--- config.mk ---
export PLATFORM = sky130hd
export DESIGN_NAME = quantizer
export DESIGN_NICKNAME = d
export VERILOG_FILES = /design/src/rtl/quantizer.sv
export SDC_FILE = /design/constraint.sdc
export NUM_CORES = 1
export LEC_CHECK = 0
export CORE_MARGIN = 2
export CORE_UTILIZATION = 53
export DETAILED_ROUTE_END_ITERATION = 10
export PLACE_DENSITY_LB_ADDON = 0.3
export REMOVE_ABC_BUFFERS = 1
export SYNTH_ARGS = -nofsm -noshare
export SYNTH_HDL_FRONTEND = slang
export SYNTH_SLANG_ARGS = --single-unit
--- constraint.sdc ---
create_clock -name clk_i -period 2.5 [get_ports clk_i]
set_clock_uncertainty 0.05 [all_clocks]
set_input_delay 0.25 -clock clk_i [delete_from_list [all_inputs] [get_ports clk_i]]
set_output_delay 0.25 -clock clk_i [all_outputs]
set_load 0.05 [all_outputs]
--- src/rtl/quantizer.sv ---
// quantizer: divides a signed DCT coefficient by a per-position table entry.
// The result is rounded half away from zero and saturated to OUT_BIT bits,
// using a bit-serial restoring divider with a valid/ready handshake per sample.
// Optional feature macro: QUANT_TABLE_LOAD_EN adds a run-time writable table
// (tablo_* ports). Without it the table is the fixed JPEG luminance table.
module quantizer #(
    parameter int unsigned IN_BIT  = 16,
    parameter int unsigned OUT_BIT = 11
) (
    input  logic               clk_i,
    input  logic               rstn_i,
    input  logic [IN_BIT-1:0]  dct_veri_i,
    input  logic [2:0]         dct_veri_row_i,
    input  logic [2:0]         dct_veri_col_i,
    input  logic               dct_veri_gecerli_i,
    input  logic               dct_blok_son_i,
    output logic               dct_veri_hazir_o,
`ifdef QUANT_TABLE_LOAD_EN
    input  logic               tablo_yaz_i,
    input  logic [5:0]         tablo_adres_i,
    input  logic [7:0]         tablo_veri_i,
`endif
    output logic [OUT_BIT-1:0] zig_veri_o,
    output logic [2:0]         zig_veri_row_o,
    output logic [2:0]         zig_veri_col_o,
    output logic               zig_veri_gecerli_o,
    output logic               zig_blok_son_o,
    input  logic               zig_veri_hazir_i
);

    localparam int unsigned DW = IN_BIT + 1;
    localparam int unsigned CW = $clog2(DW);
    localparam int unsigned QW = 8;

    localparam logic [DW-1:0]      POS_LIM = DW'((1 << (OUT_BIT - 1)) - 1);
    localparam logic [DW-1:0]      NEG_LIM = DW'(1 << (OUT_BIT - 1));
    localparam logic [OUT_BIT-1:0] OUT_MAX = {1'b0, {(OUT_BIT - 1){1'b1}}};
    localparam logic [OUT_BIT-1:0] OUT_MIN = {1'b1, {(OUT_BIT - 1){1'b0}}};

    localparam logic [QW-1:0] DEF_TABLE [64] = '{
        8'd16, 8'd11, 8'd10, 8'd16, 8'd24,  8'd40,  8'd51,  8'd61,
        8'd12, 8'd12, 8'd14, 8'd19, 8'd26,  8'd58,  8'd60,  8'd55,
        8'd14, 8'd13, 8'd16, 8'd24, 8'd40,  8'd57,  8'd69,  8'd56,
        8'd14, 8'd17, 8'd22, 8'd29, 8'd51,  8'd87,  8'd80,  8'd62,
        8'd18, 8'd22, 8'd37, 8'd56, 8'd68,  8'd109, 8'd103, 8'd77,
        8'd24, 8'd35, 8'd55, 8'd64, 8'd81,  8'd104, 8'd113, 8'd92,
        8'd49, 8'd64, 8'd78, 8'd87, 8'd103, 8'd121, 8'd120, 8'd101,
        8'd72, 8'd92, 8'd95, 8'd98, 8'd112, 8'd100, 8'd103, 8'd99
    };

    typedef enum logic [1:0] {
        BOSTA,
        BOL,
        SONUC,
        CIKIS
    } state_t;

    state_t             state_q, state_d;
    logic [2:0]         row_q, row_d;
    logic [2:0]         col_q, col_d;
    logic               son_q, son_d;
    logic               neg_q, neg_d;
    logic [QW-1:0]      q_q, q_d;
    logic [DW-1:0]      dq_q, dq_d;
    logic [QW-1:0]      rem_q, rem_d;
    logic [CW-1:0]      cnt_q, cnt_d;
    logic [OUT_BIT-1:0] veri_q, veri_d;
    logic [2:0]         orow_q, orow_d;
    logic [2:0]         ocol_q, ocol_d;
    logic               oson_q, oson_d;
    logic               valid_q, valid_d;
    logic               hazir_q, hazir_d;

    logic [5:0]    idx_c;
    logic [QW-1:0] tq_c;
    logic [QW-1:0] qe_c;
    logic [DW-1:0] xs_c;
    logic [DW-1:0] mag_c;
    logic [DW-1:0] dvd_c;
    logic [QW:0]   shift_c;
    logic [QW:0]   diff_c;
    logic          ge_c;

    assign idx_c = {dct_veri_row_i, dct_veri_col_i};

`ifdef QUANT_TABLE_LOAD_EN
    logic [QW-1:0] tablo_q [64];
    logic [QW-1:0] tablo_d [64];

    // Table write port, usable in any state
    always_comb begin
        tablo_d = tablo_q;
        if (tablo_yaz_i) begin
            tablo_d[tablo_adres_i] = tablo_veri_i;
        end
    end

    // Table storage, restored to the default table on reset
    always_ff @(posedge clk_i or negedge rstn_i) begin
        if (!rstn_i) begin
            for (int i = 0; i < 64; i++) begin
                tablo_q[i] <= DEF_TABLE[i];
            end
        end else begin
            tablo_q <= tablo_d;
        end
    end

    assign tq_c = tablo_q[idx_c];
`else
    assign tq_c = DEF_TABLE[idx_c];
`endif

    // Transfer-time operand prep: divisor guard, magnitude and rounding bias
    always_comb begin
        qe_c  = (tq_c == '0) ? QW'(1) : tq_c;
        xs_c  = {dct_veri_i[IN_BIT-1], dct_veri_i};
        mag_c = dct_veri_i[IN_BIT-1] ? (~xs_c + DW'(1)) : xs_c;
        dvd_c = mag_c + DW'(qe_c >> 1);
    end

    // One restoring-division step: shift in next dividend bit, trial subtract
    always_comb begin
        shift_c = {rem_q, dq_q[DW-1]};
        diff_c  = shift_c - {1'b0, q_q};
        ge_c    = (shift_c >= {1'b0, q_q});
    end

    // Next-state and datapath control
    always_comb begin
        state_d = state_q;
        row_d   = row_q;
        col_d   = col_q;
        son_d   = son_q;
        neg_d   = neg_q;
        q_d     = q_q;
        dq_d    = dq_q;
        rem_d   = rem_q;
        cnt_d   = cnt_q;
        veri_d  = veri_q;
        orow_d  = orow_q;
        ocol_d  = ocol_q;
        oson_d  = oson_q;

        unique case (state_q)
            BOSTA: begin
                if (dct_veri_gecerli_i) begin
                    row_d   = dct_veri_row_i;
                    col_d   = dct_veri_col_i;
                    son_d   = dct_blok_son_i;
                    neg_d   = dct_veri_i[IN_BIT-1];
                    q_d     = qe_c;
                    dq_d    = dvd_c;
                    rem_d   = '0;
                    cnt_d   = '0;
                    state_d = BOL;
                end
            end
            BOL: begin
                rem_d = ge_c ? diff_c[QW-1:0] : shift_c[QW-1:0];
                dq_d  = {dq_q[DW-2:0], ge_c};
                cnt_d = cnt_q + CW'(1);
                if (cnt_q == CW'(DW - 1)) begin
                    state_d = SONUC;
                end
            end
            SONUC: begin
                if (neg_q) begin
                    veri_d = (dq_q > NEG_LIM) ? OUT_MIN : OUT_BIT'(~dq_q + DW'(1));
                end else begin
                    veri_d = (dq_q > POS_LIM) ? OUT_MAX : OUT_BIT'(dq_q);
                end
                orow_d  = row_q;
                ocol_d  = col_q;
                oson_d  = son_q;
                state_d = CIKIS;
            end
            CIKIS: begin
                if (zig_veri_hazir_i) begin
                    oson_d  = 1'b0;
                    state_d = BOSTA;
                end
            end
            default: state_d = BOSTA;
        endcase

        hazir_d = (state_d == BOSTA);
        valid_d = (state_d == CIKIS);
    end

    // State, datapath and output registers
    always_ff @(posedge clk_i or negedge rstn_i) begin
        if (!rstn_i) begin
            state_q <= BOSTA;
            row_q   <= '0;
            col_q   <= '0;
            son_q   <= 1'b0;
            neg_q   <= 1'b0;
            q_q     <= QW'(1);
            dq_q    <= '0;
            rem_q   <= '0;
            cnt_q   <= '0;
            veri_q  <= '0;
            orow_q  <= '0;
            ocol_q  <= '0;
            oson_q  <= 1'b0;
            valid_q <= 1'b0;
            hazir_q <= 1'b1;
        end else begin
            state_q <= state_d;
            row_q   <= row_d;
            col_q   <= col_d;
            son_q   <= son_d;
            neg_q   <= neg_d;
            q_q     <= q_d;
            dq_q    <= dq_d;
            rem_q   <= rem_d;
            cnt_q   <= cnt_d;
            veri_q  <= veri_d;
            orow_q  <= orow_d;
            ocol_q  <= ocol_d;
            oson_q  <= oson_d;
            valid_q <= valid_d;
            hazir_q <= hazir_d;
        end
    end

    assign dct_veri_hazir_o   = hazir_q;
    assign zig_veri_o         = veri_q;
    assign zig_veri_row_o     = orow_q;
    assign zig_veri_col_o     = ocol_q;
    assign zig_veri_gecerli_o = valid_q;
    assign zig_blok_son_o     = oson_q;

endmodule

==> run_results.csv, run 1 <==
group,metric,value,unit
synth,seq_area_frac_synth,34.5,%
clocking,h-tree-depth,3,
clocking,cts_tree,"yes",
synth,synth_top_cell_by_area,"dfrtp_1",
synth,synth.top_cell.area_share,33.5,%
floorplan,die-area,9950,sq um
sta,tightest_slew,0.826,ns
final_layout,register_area,1680,sq um
floorplan,die_x,99.8,microns
floorplan,coreArea,8810,sq um
sta,slew_headroom,44.9,%
grt,antenna_found_initial,0,
clocking,cts_buffers,9,
status,failed_checks,"negative setup slack",
final_layout,multi_input_area,3240,sq um
clocking,clkTransAtPathRegs,0.07,ns
grt,grt_pass1_wl,22500,microns
synth,ys_types,64,
routing,post-route-drc-count,0,
synth,syn_inst,584,
sta,fmax,348,MHz
place,portBuffers,46,
critical_path,cp_cell_sequence,"buf_8 -> buf_8 -> ha_4 -> nor2b_2 -> a211o_1 -> o31ai_1 -> mux4_2 -> buf_6 -> fa_2 -> a211oi_4 -> o21ai_2 -> o221a_2 -> nor4b_4 -> nand3_1 -> xnor2_1 -> o21ai_1",
run,maxCapViolCount,0,
status,outcome,"complete, but fails checks",
floorplan,num_io_pins,47,
critical_path,cpMostUsedCell,"buf_8",
final_layout,nFillCells,645,
sta,hold_slack,0.0365,ns
sta,rsz0062_at_grt,"yes",
synth,ys_ff_latch,67,
pwr,vdd_drop_max,0.000514,V
synth,async_reset_ff_share,100,%
final_layout,fin_nets,771,
synth,ys.warnings.count,0,
critical_path,cp-start-kind,"input pin",
place,dp_slack,-1.33,ns
critical_path,rr_worst_depth,10,
critical_path,crit_slowest_cell,"mux4_2",
clocking,clock-sinks,67,
routing,via_count,4943,
critical_path,critPathCaptureType,"flop",
synth,synth_edf_count,0,
synth,synthFlopType,"dfrtp_1",
pwr,pwr_density_cell,1100,nW/um^2
routing,wl_per_cell,16.5,microns
grt,grtUsageTotal,28.0,%
place,dp_hpwl,9760,microns
critical_path,r2r-start,"q_q[1]$_DFFE_PN0P_",
routing,drtPass1Iterations,5,
routing,vias_per_cell,5.95,
sta,setup_viol,13,
clocking,cts_hold_buffers,0,
floorplan,dieHeight,99.8,microns
sta,slew_violations,0,
sta,layout_min_cycle_time,2.87,ns
critical_path,crit_type,"in2reg",
final_layout,antenna_cells,0,
routing,routed_wirelength,13700,microns
sta,post-route-period-util,115,%
hold_path,hold_path.class,"in2async",
synth,syn_area,4860,sq um
critical_path,startpoint,"dct_veri_col_i[1]",
sta,hold_violations,0,
critical_path,r2r_end,"dq_q[0]$_DFFE_PN0P_",
critical_path,crit_path_end,"dq_q[14]$_DFFE_PN0P_",
final_layout,layout-drive-gt1-share,26.0,%
grt,grt_pass1_vias,4854,
floorplan,rows,34,
clocking,cts_buffer_depth,2,
critical_path,worstPathRequired,2.68,ns
grt,grt_max_degree,68,
critical_path,path_max_fanout,8,
critical_path,r2r_slack,0.16,ns
clocking,insertion_delay,0.35,ns
place,globalplace.congestion,0.904,
critical_path,crit_arrival,3.05,ns
pwr,leakage,2.94,nW
final_layout,area_delta_synth_final,37.8,%
synth,avgSynthCellArea,8.32,sq um
critical_path,slowest_delay,0.51,ns
sta,setup_ws,-0.374,ns
routing,drtIter0Drc,278,
routing,ant_nets,0,
synth,synth_area_leaders,"dfrtp_1 33%, o21ai_0 6.7%, ha_1 6.2%",
clocking,root_buffer,"clkbuf_8",
grt,grt_overflow,0,
floorplan,initial_utilization,55.2,%
[metrics by stage]
stage | setup TNS, ns | std cells | instance area (sq um) | util [%] | power (W)
finish | -2.90 | 831 | 6700 | 76.1 | 0.00738
global route | -4.18 | 831 | 6700 | 76.1 | 0.00793
CTS | -2.07 | 828 | 6590 | 74.8 | 0.00726
detailed placement | -16.89 | 798 | 6010 | 68.2 | 0.00606
global placement | -15.30 | 798 | 6010 | 68.2 | 0.00589
floorplan | -7.24 | 555 | 4750 | - | 0.00472
[routing by layer]
| layer | track usage, % | part of all wire, % |
|---|---|---|
| met1 | 35.6 | 43 |
| met2 | 48.1 | 49 |
| met3 | 3.97 | 5.0 |
| met4 | 11.9 | 3.1 |
| met5 | 0 | 0 |
[repair_timing]
item / in CTS / in global routing
pin swaps: 31 / 22
endpoints found under the setup margin: 16 / 14
gates cloned: 1 / 0
buffers inserted: 18 / 4
gates resized for setup: 84 / 20
[cell usage in the layout (no fill, tap or decap), drive strengths merged, types with 7 or more instances in the layout]
cell type / Yosys / layout
buf: 4 / 111
nand2: 76 / 76
o21ai: 73 / 73
dfrtp: 65 / 65
nor2: 50 / 50
clkdlybuf4s50: 0 / 40
inv: 30 / 30
a21oi: 29 / 29
ha: 24 / 24
xnor2: 15 / 15
xor2: 13 / 13
mux2i: 13 / 13
nor3: 12 / 12
nand3: 11 / 11
a22oi: 10 / 10
clkbuf: 25 / 10
o22ai: 10 / 10
a211oi: 10 / 10
nand4: 9 / 9
o31ai: 9 / 9
nor2b: 9 / 9
a22o: 8 / 8
nor4: 7 / 7
[cells by family after synthesis]
kind of cell    Yosys count  synth area share, %
compound gates          187                 24.4
xor+xnor                 28                 5.05
fa+ha+maj                26                 7.00
buf+inv                  61                 4.76
flops                    67                 34.5
mux                      17                 4.30
simple gates            198                 19.9
[sequential cells by signal (all words and copies together) (netlist names), 5 cells and up]
signal,cells
cnt_q,5
dq_q,17
q_q,7
rem_q,8
zig_veri_o,11
[worst min path at each step]
stage / start / end / slack [ns]
5_1_grt: rstn_i / q_q[6]$_DFFE_PN0P_ / 0.11
3_3_place_gp: col_q[1]$_DFFE_PN0P_ / zig_veri_col_o[1]$_DFFE_PN0P_ / 0.40
6_report: rstn_i / col_q[2]$_DFFE_PN0P_ / 0.04
2_1_floorplan: rstn_i / cnt_q[0]$_DFFE_PN0P_ / -0.1
4_1_cts: rstn_i / zig_veri_col_o[1]$_DFFE_PN0P_ / 0.06
3_5_place_dp: row_q[1]$_DFFE_PN0P_ / zig_veri_row_o[1]$_DFFE_PN0P_ / 0.41
[power breakdown]
group | internal, W | leakage, nW | switching, W | total (W)
registers | 0.00165 | 0.815 | 0.000487 | 0.00214
logic | 0.00183 | 2.01 | 0.00240 | 0.00422
clock network | 0.000588 | 0.108 | 0.000426 | 0.00101
[cell usage after synthesis, types with 2 or more instances]
| cell | instances |
|---|---|
| a211o_1 | 2 |
| a211oi_1 | 9 |
| a21o_1 | 6 |
| a21oi_1 | 29 |
| a22o_1 | 8 |
| a22oi_1 | 10 |
| a311oi_1 | 2 |
| a31oi_1 | 6 |
| and2_1 | 2 |
| buf_1 | 2 |
| buf_2 | 2 |
| clkbuf_1 | 25 |
| clkinv_1 | 2 |
| dfrtp_1 | 65 |
| dfstp_2 | 2 |
| fa_1 | 2 |
| ha_1 | 24 |
| inv_1 | 29 |
| mux2i_1 | 13 |
| mux4_2 | 3 |
| nand2_1 | 76 |
| nand2b_1 | 3 |
| nand3_1 | 11 |
| nand3b_1 | 5 |
| nand4_1 | 9 |
| nand4b_1 | 2 |
| nor2_1 | 50 |
| nor2b_1 | 9 |
| nor3_1 | 12 |
| nor4_1 | 4 |
| nor4_2 | 2 |
| o21a_1 | 2 |
| o21ai_0 | 65 |
| o21ai_1 | 8 |
| o22ai_1 | 10 |
| o311ai_0 | 4 |
| o31a_1 | 2 |
| o31ai_1 | 9 |
| o41ai_1 | 3 |
| or3_1 | 5 |
| xnor2_1 | 15 |
| xor2_1 | 13 |
[worst max-delay path, delay by kind of cell]
kind	cells	cell delay [ns]
AND/OR/NAND/NOR	3	0.41
XOR/XNOR	1	0.14
buffers and inverters	3	0.38
adder cells (fa/ha/maj)	2	0.52
AO/OA/AOI/OAI	6	0.85
multiplexers	1	0.51
[layout make-up]
| cell class | instances | share of cell area [%] |
|---|---|---|
| clock buffers | 10 | 2.05 |
| clock inverters | 6 | 1.33 |
| inverters | 32 | 1.91 |
| multi-input cells | 456 | 48.3 |
| flip-flops and latches | 67 | 25.1 |
| well taps | 108 | 2.02 |
| repair buffers | 152 | 19.3 |
No activity file was read; power rests on OpenSTA's default activity.
==> inputs of run 2 (changes only) <==
--- a/config.mk
+++ b/config.mk
@@ -5,6 +5,7 @@
 export SDC_FILE = /design/constraint.sdc
 export NUM_CORES = 1
 export LEC_CHECK = 0
+export CAP_MARGIN = 20
 export CORE_MARGIN = 2
 export CORE_UTILIZATION = 53
 export DETAILED_ROUTE_END_ITERATION = 10
==> results of run 2 <==
Final layout, timing and power as in run 1 (identical DEF).
==> inputs of run 3 (changes only) <==
--- a/config.mk
+++ b/config.mk
@@ -8,7 +8,9 @@
 export CAP_MARGIN = 20
 export CORE_MARGIN = 2
 export CORE_UTILIZATION = 53
+export CTS_CLUSTER_DIAMETER = 120
 export DETAILED_ROUTE_END_ITERATION = 10
+export MAX_ROUTING_LAYER = met4
 export PLACE_DENSITY_LB_ADDON = 0.3
 export REMOVE_ABC_BUFFERS = 1
 export SYNTH_ARGS = -nofsm -noshare
==> run 3 against run 2 <==
Effect of this change:
- wire length is 3.0% higher
- worst hold slack better by 0.31 ns
- the flow still finishes with violations (negative setup slack)
- sequential power hardly changed
- total power is 2.1% lower
- largest power group unchanged
- critical endpoint is now dq_q[10]$_DFFE_PN0P_
- critical path type unchanged
- worst setup slack better by 0.030 ns
- highest routed layer unchanged
- register-to-register slack better by 0.02 ns
- design area is 2.3% higher
==> run_results.csv, run 3 (synthesis results as in run 1) <==
group,metric,value,unit
final_layout,largest_reg_flops,17,
routing,vias_per_cell,5.90,
floorplan,die_x,99.8,microns
sta,slew_headroom,54.3,%
final_layout,nFillCells,606,
place,portBuffers,46,
pwr,leakage,2.98,nW
critical_path,crit_type,"in2reg",
sta,fmax,352,MHz
critical_path,rr_worst_depth,10,
grt,grtUsageTotal,28.9,%
final_layout,fin_nets,780,
critical_path,r2r_end,"dq_q[0]$_DFFE_PN0P_",
status,failed_checks,"negative setup slack",
critical_path,cpMostUsedCell,"buf_8",
floorplan,num_io_pins,47,
critical_path,worstPathRequired,2.71,ns
critical_path,startpoint,"dct_veri_col_i[1]",
grt,grt_overflow,0,
final_layout,layout_common_cells,"98 x buf_4, 76 x nand2_1, 65 x dfrtp_1, 56 x o21ai_0, 47 x nor2_1",
routing,wl_per_cell,16.8,microns
clocking,clkTransAtPathRegs,0.07,ns
grt,antenna_found_initial,0,
floorplan,die-area,9950,sq um
critical_path,crit_path_end,"dq_q[10]$_DFFE_PN0P_",
final_layout,antenna_cells,0,
critical_path,crit_slowest_cell,"mux4_2",
floorplan,coreArea,8810,sq um
critical_path,r2r-start,"q_q[1]$_DFFE_PN0P_",
floorplan,dieHeight,99.8,microns
grt,grt_pass1_wl,22700,microns
final_layout,regMostFlops,"dq_q",
routing,ant_nets,0,
final_layout,area_delta_synth_final,41.0,%
clocking,cts_buffer_depth,2,
critical_path,slowest_delay,0.54,ns
routing,routed_wirelength,14100,microns
routing,drtIter0Drc,325,
place,globalplace.congestion,0.905,
grt,grt_pass1_vias,4765,
floorplan,initial_utilization,55.2,%
floorplan,rows,34,
critical_path,cp-start-kind,"input pin",
status,outcome,"complete, but fails checks",
critical_path,path_max_fanout,6,
critical_path,critPathCaptureType,"flop",
pwr,pwr_density_cell,1050,nW/um^2
sta,setup_ws,-0.344,ns
sta,slew_violations,0,
clocking,cts_tree,"yes",
clocking,cts_buffers,9,
sta,rsz0062_at_grt,"yes",
final_layout,fin_util,77.8,%
final_layout,layout-drive-gt1-share,28.1,%
place,dp_hpwl,9820,microns
critical_path,cp_cell_sequence,"buf_8 -> buf_8 -> ha_4 -> nor2b_2 -> a211o_1 -> o31ai_1 -> mux4_2 -> fa_2 -> a211oi_4 -> o21ai_2 -> o221a_2 -> nor4b_4 -> buf_4 -> o31ai_4",
sta,layout_min_cycle_time,2.84,ns
critical_path,crit_arrival,3.05,ns
clocking,insertion_delay,0.34,ns
sta,finalSetupTns,-2.35,ns
routing,drtPass1Iterations,5,
critical_path,r2r_slack,0.18,ns
sta,setup_viol,12,
pwr,power.total,0.00722,W
final_layout,final_cells,840,
clocking,h-tree-depth,3,
sta,post-route-period-util,114,%
clocking,clock-sinks,67,
routing,via_count,4958,
place,placed_cells,801,
clocking,root_buffer,"clkbuf_8",
grt,grt_max_degree,27,
run,maxCapViolCount,0,
final_layout,layout_commonest_cell,"buf_4",
sta,hold_violations,0,
sta,tightest_slew,0.683,ns
pwr,vdd_drop_max,0.000526,V
routing,post-route-drc-count,0,
hold_path,hold_path.class,"in2reg",
-- run 3: cell type report --
| type | count | area [sq um] | share of cell area, % |
|---|---|---|---|
| clock buffer | 12 | 145 | 2.12 |
| inverter | 32 | 130 | 1.90 |
| timing repair buffer | 161 | 1390 | 20.2 |
| tap | 108 | 135 | 1.97 |
| multi-input combinational | 456 | 3350 | 48.9 |
| clock inverter | 4 | 26.3 | 0.383 |
| sequential | 67 | 1680 | 24.5 |
-- run 3: report_power, final --
part           switching (W)  internal [W]
clock network       0.000402      0.000386
registers           0.000483       0.00165
logic                0.00243       0.00187
total                0.00331       0.00391
-- run 3: worst max-delay path: cells and delay by family --
kind / cells / cell delay (ns)
adders and majority gates: 2 / 0.61
AOI/OAI and AO/OA: 6 / 0.97
muxes: 1 / 0.54
buffers and inverters: 3 / 0.42
and+or+nand+nor: 2 / 0.26
-- run 3: worst min path at each step --
stage | slack [ns] | to | cells after the start | startpoint
6_report | 0.34 | col_q[1]$_DFFE_PN0P_ | 5 | dct_veri_col_i[1]
4_1_cts | 0.26 | col_q[1]$_DFFE_PN0P_ | 4 | dct_veri_col_i[1]
2_1_floorplan | -0.1 | cnt_q[0]$_DFFE_PN0P_ | 0 | rstn_i
5_1_grt | 0.37 | col_q[1]$_DFFE_PN0P_ | 5 | dct_veri_col_i[1]
3_3_place_gp | 0.22 | rem_q[4]$_DFFE_PN0P_ | 1 | rstn_i
3_5_place_dp | 0.23 | rem_q[5]$_DFFE_PN0P_ | 1 | rstn_i
-- run 3: what timing repair did --
action,4_1_cts,5_1_grt
setup endpoints to repair,16,19
gates cloned,1,0
resized for setup,83,49
pin swaps,33,37
endpoints found under the hold margin,23,0
setup buffers,18,11
hold buffers,1,0
-- run 3: per-layer routing --
| metal | wire [microns] | up-vias | global-route usage, % |
|---|---|---|---|
| li1 | - | 2404 | - |
| met1 | 6110 | 2367 | 37.0 |
| met2 | 6990 | 161 | 48.0 |
| met3 | 697 | 26 | 3.55 |
| met4 | 302 | 0 | 9.80 |
| met5 | 0 | - | - |
-- run 3: through the flow --
step	hold slack [ns]	instance area, sq um	setup WS, ns
2_1_floorplan	-0.0956	4750	-0.731
3_3_place_gp	0.221	6030	-1.19
3_5_place_dp	0.234	6030	-1.32
4_1_cts	0.262	6580	-0.226
5_1_grt	0.365	6860	-0.405
6_report	0.342	6860	-0.344
